`config.mk`:
```
export PLATFORM = sky130hd
export DESIGN_NAME = mem_arbiter
export DESIGN_NICKNAME = d
export VERILOG_FILES = /design/src/rtl/mem_arbiter_pkg.sv /design/src/rtl/mem_arbiter_arb_rdata_hold.sv /design/src/rtl/mem_arbiter.sv
export SDC_FILE = /design/constraint.sdc
export NUM_CORES = 1
export LEC_CHECK = 0
export CAP_MARGIN = 30
export CORE_AREA = 2 2 289 291
export DETAILED_ROUTE_END_ITERATION = 12
export DIE_AREA = 0 0 291 293
export PLACE_DENSITY = 0.55
export SKIP_LAST_GASP = 1
export SLEW_MARGIN = 20
export SYNTH_ARGS = -nofsm -noshare
export SYNTH_HDL_FRONTEND = slang
export SYNTH_SLANG_ARGS = --single-unit
export TNS_END_PERCENT = 20
```
`constraint.sdc`:
```
create_clock -name clk -period 13.4 [get_ports clk]
set_input_delay 2.68 -clock clk [delete_from_list [all_inputs] [get_ports clk]]
set_output_delay 2.68 -clock clk [all_outputs]
set_load 0.01 [all_outputs]
```
`src/rtl/mem_arbiter_pkg.sv`:
```
// Shared memory-subsystem definitions: default line geometry and the
// arbiter state encodings.
package mem_arbiter_pkg;

  localparam int unsigned ADDR_W_DEF = 28;
  localparam int unsigned DATA_W_DEF = 128;

  typedef logic [1:0] arb_state_t;

  localparam arb_state_t ST_IDLE    = 2'd0;
  localparam arb_state_t ST_GNT_I   = 2'd1;
  localparam arb_state_t ST_GNT_D   = 2'd2;
  localparam arb_state_t ST_RELEASE = 2'd3;

endpackage

```
`src/rtl/mem_arbiter_arb_rdata_hold.sv`:
```
// Per-client return path: one-cycle ready pulse on load, and a read-data
// register that only changes when a read completes.
module arb_rdata_hold
  import mem_arbiter_pkg::*;
#(
  parameter int unsigned DATA_W = DATA_W_DEF
) (
  input  logic              clk,
  input  logic              rst,
  input  logic              load_i,
  input  logic              capture_i,
  input  logic [DATA_W-1:0] rdata_i,
  output logic [DATA_W-1:0] rdata_o,
  output logic              ready_o
);

  logic [DATA_W-1:0] rdata_q;
  logic              ready_q;

  always_ff @(posedge clk or posedge rst) begin
    if (rst) begin
      rdata_q <= '0;
      ready_q <= 1'b0;
    end else begin
      ready_q <= load_i;
      // Writes complete with a pulse but leave the held line untouched.
      if (load_i && capture_i) begin
        rdata_q <= rdata_i;
      end
    end
  end

  assign rdata_o = rdata_q;
  assign ready_o = ready_q;

endmodule

```
`src/rtl/mem_arbiter.sv`:
```
// Two-client (I-cache / D-cache) arbiter for the single line-wide memory
// port, round-robin on ties, with a dead RELEASE cycle after each completion.
module mem_arbiter
  import mem_arbiter_pkg::*;
#(
  parameter int unsigned ADDR_W = ADDR_W_DEF,
  parameter int unsigned DATA_W = DATA_W_DEF
) (
  input  logic              clk,
  input  logic              proc_reset,
  input  logic              ic_mem_read,
  input  logic [ADDR_W-1:0] ic_mem_addr,
  output logic [DATA_W-1:0] ic_mem_rdata,
  output logic              ic_mem_ready,
  input  logic              dc_mem_read,
  input  logic              dc_mem_write,
  input  logic [ADDR_W-1:0] dc_mem_addr,
  input  logic [DATA_W-1:0] dc_mem_wdata,
  output logic [DATA_W-1:0] dc_mem_rdata,
  output logic              dc_mem_ready,
  output logic              mem_read,
  output logic              mem_write,
  output logic [ADDR_W-1:0] mem_addr,
  output logic [DATA_W-1:0] mem_wdata,
  input  logic [DATA_W-1:0] mem_rdata,
  input  logic              mem_ready
);

  arb_state_t        state_q, state_d;
  logic              d_pri_q, d_pri_d;
  logic              mem_read_q, mem_read_d;
  logic              mem_write_q, mem_write_d;
  logic [ADDR_W-1:0] mem_addr_q, mem_addr_d;
  logic [DATA_W-1:0] mem_wdata_q, mem_wdata_d;

  logic dc_req;
  logic pick_d;
  logic ic_load;
  logic dc_load;

  assign dc_req  = dc_mem_read | dc_mem_write;
  assign pick_d  = dc_req & (~ic_mem_read | d_pri_q);
  assign ic_load = (state_q == ST_GNT_I) & mem_ready;
  assign dc_load = (state_q == ST_GNT_D) & mem_ready;

  always_comb begin
    state_d     = state_q;
    d_pri_d     = d_pri_q;
    mem_read_d  = mem_read_q;
    mem_write_d = mem_write_q;
    mem_addr_d  = mem_addr_q;
    mem_wdata_d = mem_wdata_q;
    case (state_q)
      ST_IDLE: begin
        if (pick_d) begin
          // A D-side read+write collision is treated as a write-back only.
          state_d     = ST_GNT_D;
          d_pri_d     = 1'b0;
          mem_write_d = dc_mem_write;
          mem_read_d  = dc_mem_read & ~dc_mem_write;
          mem_addr_d  = dc_mem_addr;
          mem_wdata_d = dc_mem_wdata;
        end else if (ic_mem_read) begin
          state_d     = ST_GNT_I;
          d_pri_d     = 1'b1;
          mem_write_d = 1'b0;
          mem_read_d  = 1'b1;
          mem_addr_d  = ic_mem_addr;
          mem_wdata_d = '0;
        end
      end
      ST_GNT_I, ST_GNT_D: begin
        if (mem_ready) begin
          state_d     = ST_RELEASE;
          mem_read_d  = 1'b0;
          mem_write_d = 1'b0;
        end
      end
      ST_RELEASE: state_d = ST_IDLE;
      default:    state_d = ST_IDLE;
    endcase
  end

  always_ff @(posedge clk or posedge proc_reset) begin
    if (proc_reset) begin
      state_q     <= ST_IDLE;
      d_pri_q     <= 1'b1;
      mem_read_q  <= 1'b0;
      mem_write_q <= 1'b0;
      mem_addr_q  <= '0;
      mem_wdata_q <= '0;
    end else begin
      state_q     <= state_d;
      d_pri_q     <= d_pri_d;
      mem_read_q  <= mem_read_d;
      mem_write_q <= mem_write_d;
      mem_addr_q  <= mem_addr_d;
      mem_wdata_q <= mem_wdata_d;
    end
  end

  assign mem_read  = mem_read_q;
  assign mem_write = mem_write_q;
  assign mem_addr  = mem_addr_q;
  assign mem_wdata = mem_wdata_q;

  arb_rdata_hold #(.DATA_W(DATA_W)) u_ic_hold (
    .clk       (clk),
    .rst       (proc_reset),
    .load_i    (ic_load),
    .capture_i (1'b1),
    .rdata_i   (mem_rdata),
    .rdata_o   (ic_mem_rdata),
    .ready_o   (ic_mem_ready)
  );

  // mem_read_q is still the granted command during the completion cycle.
  arb_rdata_hold #(.DATA_W(DATA_W)) u_dc_hold (
    .clk       (clk),
    .rst       (proc_reset),
    .load_i    (dc_load),
    .capture_i (mem_read_q),
    .rdata_i   (mem_rdata),
    .rdata_o   (dc_mem_rdata),
    .ready_o   (dc_mem_ready)
  );

endmodule

```
======== Yosys cells after proc, flatten, opt, wreduce, memory -nomap -nowiden ========
Cells that the tools add are included.
word-level totals
  output and inout bits ................... 416
  memories kept ........................... 0
  RAM bits ................................ 0
  bits in read-only memories .............. 0
  register bits ........................... 419
  latch bits .............................. 0
  logic and storage cells ................. 47
  input bits .............................. 318
operators by class
  divide/modulo/power cells ............... 0
  multiply operators ...................... 0
  add/sub/neg operators ................... 0
  eq/ne operators ......................... 5
  magnitude comparators ................... 0
  shift-type cells ........................ 0
  reduce and logical (&&, ||, !) cells .... 8
  bitwise gates (word level) .............. 8
  multiplexer cells ....................... 16
operator list
  kind                  number
  $mux W128             2
  $mux W28              2
  $mux W1               6
  $mux W2               3
  $pmux W2 S3           1
  $and A1 B1 Y1         4
  $eq A2 B2 Y1 const B  2
  $pmux W1 S2           2
  $reduce_and A2 Y1     2
  $reduce_bool A2 Y1    2
  $ne A3 B3 Y1 const B  1
  $reduce_and A3 Y1     1
  $eq A2 B1 Y1 const B  1
  $logic_not A2 Y1      1
  $ne A2 B2 Y1 const B  1
  $not A1 Y1            2
  $or A1 B1 Y1          2
  $reduce_or A2 Y1      1
  $logic_and A1 B1 Y1   1

======== Longest topological paths before layout ========
  depth after elaboration ................. 5
  depth in mapped cells ................... 7

======== Cells and area by module ========
From an unflattened synthesis, not the netlist that was laid out.
unflattened totals
  cells, all modules ...................... 1,029
  area total of the unflattened synthesis .. 16,978.8 um2
modules (own cells, without submodules)
  module          seq. area each (um2)  cells each  area each (um2)  times used
  arb_rdata_hold  3,228.1               273         5,383.9          2
  mem_arbiter     4,030.1               483         6,211.0          1

======== Worst setup path after synthesis ========
OpenSTA, ideal clock, no wires.
  path type ............................... in2reg
  start ................................... in mem_ready
  end ..................................... reg u_dc_hold.rdata_q[0] (netlist: u_dc_hold.rdata_o[0])
  stages .................................. 5
  data arrival time ....................... 3.596 ns
  library setup time ...................... 0.128 ns
  path slack .............................. 9.677 ns
  path through ............................ and2_1 > nand2_1 > buf_4 > buf_2 > mux2_1
between the ends
  word-level cells in the longest chain between the ends .. 2
ends and longest elaborated chain
  item                  line                              source
  start, declared       mem_arbiter.sv:26                 input logic mem_ready
  $and A1 B1 Y1         mem_arbiter.sv:44                 assign dc_load = (state_q == ST_GNT_D) & mem_ready;
  $logic_and A1 B1 Y1   mem_arbiter_arb_rdata_hold.sv:27  if (load_i && capture_i) begin
  end signal, assigned  mem_arbiter_arb_rdata_hold.sv:28  rdata_q <= rdata_i;
  end, declared         mem_arbiter_arb_rdata_hold.sv:17  logic [DATA_W-1:0] rdata_q;
No other way between the ends.
A chain may end at the register's enable or synchronous reset.

======== Final worst setup path ========
  start ................................... in mem_ready
  end ..................................... reg u_dc_hold.rdata_q[16] (netlist: u_dc_hold.rdata_o[16])
between the ends
  word-level cells in the longest chain between the ends .. 2
ends and longest elaborated chain
  item                 line                              source
  $and A1 B1 Y1        mem_arbiter.sv:44
  named net dc_load    mem_arbiter.sv:39                 logic dc_load;
  $logic_and A1 B1 Y1  mem_arbiter_arb_rdata_hold.sv:27
The timed path passes the listed nets, and every way through them passes these cells.

==> out/qor.yml <==
htreeDepth: 2
hp-class: "reg2reg"
synth_cell_type_count: 37
ir_drop_v: 0.000110
setup_violations: 0
max_slew.worst_pin.slew_ns: 0.920
gp_congestion: 0.801
clk_pin_slew_ns: 0.06
dieWidth_um: 291
cp_data_arrival_time_ns: 5.78
clock_latency_ns: 0.58
cts_made_buffers: 49
coreArea_um2: 81800
finalPower_uw: 6020
crit_required_ns: 13.85
cts_sinks: 419
grt_pass1_vias: 12466
layout_commonest_cell: "clkdlybuf4s50_1"
post_synth_xor_area_fraction_pct: 0
clockBufferDepth: 3
leakage_uw: 0.0109
post_synth.cell_area_avg_um2: 15.4
antenna_found_initial: 2
drive_above_1_share_pct: 5.92
finalWirelength_mm: 52.6
drt_pass1_iterations: 4
hold_buffers: 0
relSlewSlack_pct: 38.7
cts.repair.resized: 0
cp_cell_sequence: "clkdlybuf4s50_1, and2_1, nand2_4, buf_4, buf_4, mux2_1"
fin_worst_skew_ns: 0.00857
slew_viol_final: 0
syn_nets: 1348
vias_per_cell: 4.04
ys_seq_area_share_pct: 66.2
synth_top_family_by_area: "multiplexers"
worst_path_largest_cell_delay_ns: 0.69
vias: 11568
grt_pass1_wl_mm: 79.2
grt_remaining_overflow: 0
ant_nets: 0
final_nets: 2076
clock-root-buffer: "clkbuf_16"
pin_count: 734
ys_ff_latch: 419
finalSetupTns_ns: 0
synth_compound_area_share_pct: 9.58
initial_core_util_pct: 19.4
post_cts_buffers: 0
syn_area_um2: 15900
synthCells: 1026
initialDrtViolationCount: 355
cp_common_cell: "buf_4"
syn2layout_area_growth_pct: 63.0
grt_usage_pct: 11.9
layout_common_cells: "clkdlybuf4s50_1 (733), dfrtp_1 (418), mux2_1 (252)"
path_class: "in2reg"
ys_warn_count: 0
period_needed_ns: 5.32
cap_violations: 0
synthSimpleGateAreaFrac_pct: 2.19
fin_crit_sh_pct: 39.7
wire_per_inst_um: 18.4
die_h_um: 293
worstPathMaxFanout: 52
drcViolationCount: 0
max_freq_mhz: 188
grt_max_degree: 139
hold_violations: 0
synthMuxAreaShare_pct: 18.3
die-area_um2: 85300
fin_area_um2: 25800
cts_tree: "built"
startpoint_type: "input port"
io_buffer_count: 733
critPathCaptureType: "flop"
rsz0062_at_grt: "no"
power_density_nw_per_um2: 233
synth-adder-area-share_pct: 0.316
crit_slowest_cell: "buf_4"
fp-row-count: 105
post_dp_cell_area_um2: 24200
status: "finished clean"
dp.final_hpwl_mm: 38.4
-- flip-flops by register name, summed over array words and instances (netlist names) --
register	cells
mem_wdata	128
u_ic_hold.rdata_o	128
mem_addr	28
state_q	2
mem_write	1
mem_read	1
d_pri_q	1
u_dc_hold.ready_o	1
u_dc_hold.rdata_o	128
u_ic_hold.ready_o	1
-- power by group --
group / switching [uW] / internal [uW] / leakage [uW] / total (uW)
registers: 330 / 1840 / 0.00518 / 2170
logic: 1060 / 1470 / 0.00490 / 2530
clock network: 530 / 783 / 0.000784 / 1310
total: 1920 / 4100 / 0.0109 / 6020
-- metal layers --
metal  vias to the layer above  track usage (%)  wire length, um
met3                       103             4.32             4480
met5                         -                0               20
met2                       547             21.3            26700
met4                         4             4.70             1990
li1                       5202                -                -
met1                      5712             12.8            19400
-- worst max-delay path: cells and delay by family --
family / cells / cell delay [ns]
buf+inv: 3 / 1.75
mux: 1 / 0.38
simple gates: 2 / 0.75
-- stage by stage --
step                      hold slack (ns)  setup WS [ns]  std cells  util (%)
after floorplan                     0.481           5.07       1026         -
after global placement              0.467           7.42       2769      29.5
after detailed placement            0.474           7.43       2770      29.5
after CTS                           0.488           8.06       2857      31.5
after global routing                0.499           7.92       2860      31.6
final                               0.483           8.08       2861      31.6
-- final timing paths --
path | start | endpoint | slack (ns) | cells after the start
max | mem_ready | u_dc_hold.rdata_o[16] | 8.08 | 6
min | u_ic_hold.rdata_o[66] | u_ic_hold.rdata_o[66] | 0.48 | 1
max reg2reg | state_q[0] | u_dc_hold.rdata_o[16] | 10.01 | 7
min reg2reg | u_ic_hold.rdata_o[66] | u_ic_hold.rdata_o[66] | 0.48 | 1
max in group asynchronous | proc_reset | u_dc_hold.rdata_o[80] | 8.76 | 4
min in group asynchronous | proc_reset | mem_addr[15] | 2.58 | 2
-- synth_stat cells (all sizes together) --
cell type / n / share of area [%]
a2111oi: 1 / 0.055
a211o: 1 / 0.055
a21o: 1 / 0.047
a21oi: 1 / 0.032
a22o: 128 / 7.1
a31oi: 31 / 1.2
and2: 1 / 0.039
and2b: 1 / 0.047
buf: 64 / 3.0
clkbuf: 10 / 0.24
dfrtp: 418 / 66
dfstp: 1 / 0.17
ha: 4 / 0.32
inv: 6 / 0.14
mux2: 257 / 18
mux2i: 1 / 0.063
nand2: 2 / 0.063
nand2b: 1 / 0.039
nand3: 28 / 0.88
nor2: 32 / 0.76
nor2b: 2 / 0.079
nor3: 1 / 0.10
nor3b: 1 / 0.047
nor4b: 1 / 0.095
o21ai: 29 / 0.99
o2bb2ai: 1 / 0.055
o31a: 1 / 0.055
or2: 1 / 0.039
-- cells by family after synthesis --
| family | count (synthesis) |
|---|---|
| buffers and inverters | 80 |
| AO/OA/AOI/OAI | 194 |
| flip-flops | 419 |
| adder cells (fa/ha/maj) | 4 |
| multiplexers | 258 |
| AND/OR/NAND/NOR | 71 |
-- cell type report --
class,instances,area (um2)
fillers,8143,56000
flip-flops and latches,419,10500
repair buffers,751,7560
multi-input cells,527,4830
clock buffers,76,1460
well taps,1070,1340
clock inverters,11,131
inverters,6,28.8
diodes,1,2.50
No activity file was read; power rests on OpenSTA's default activity.
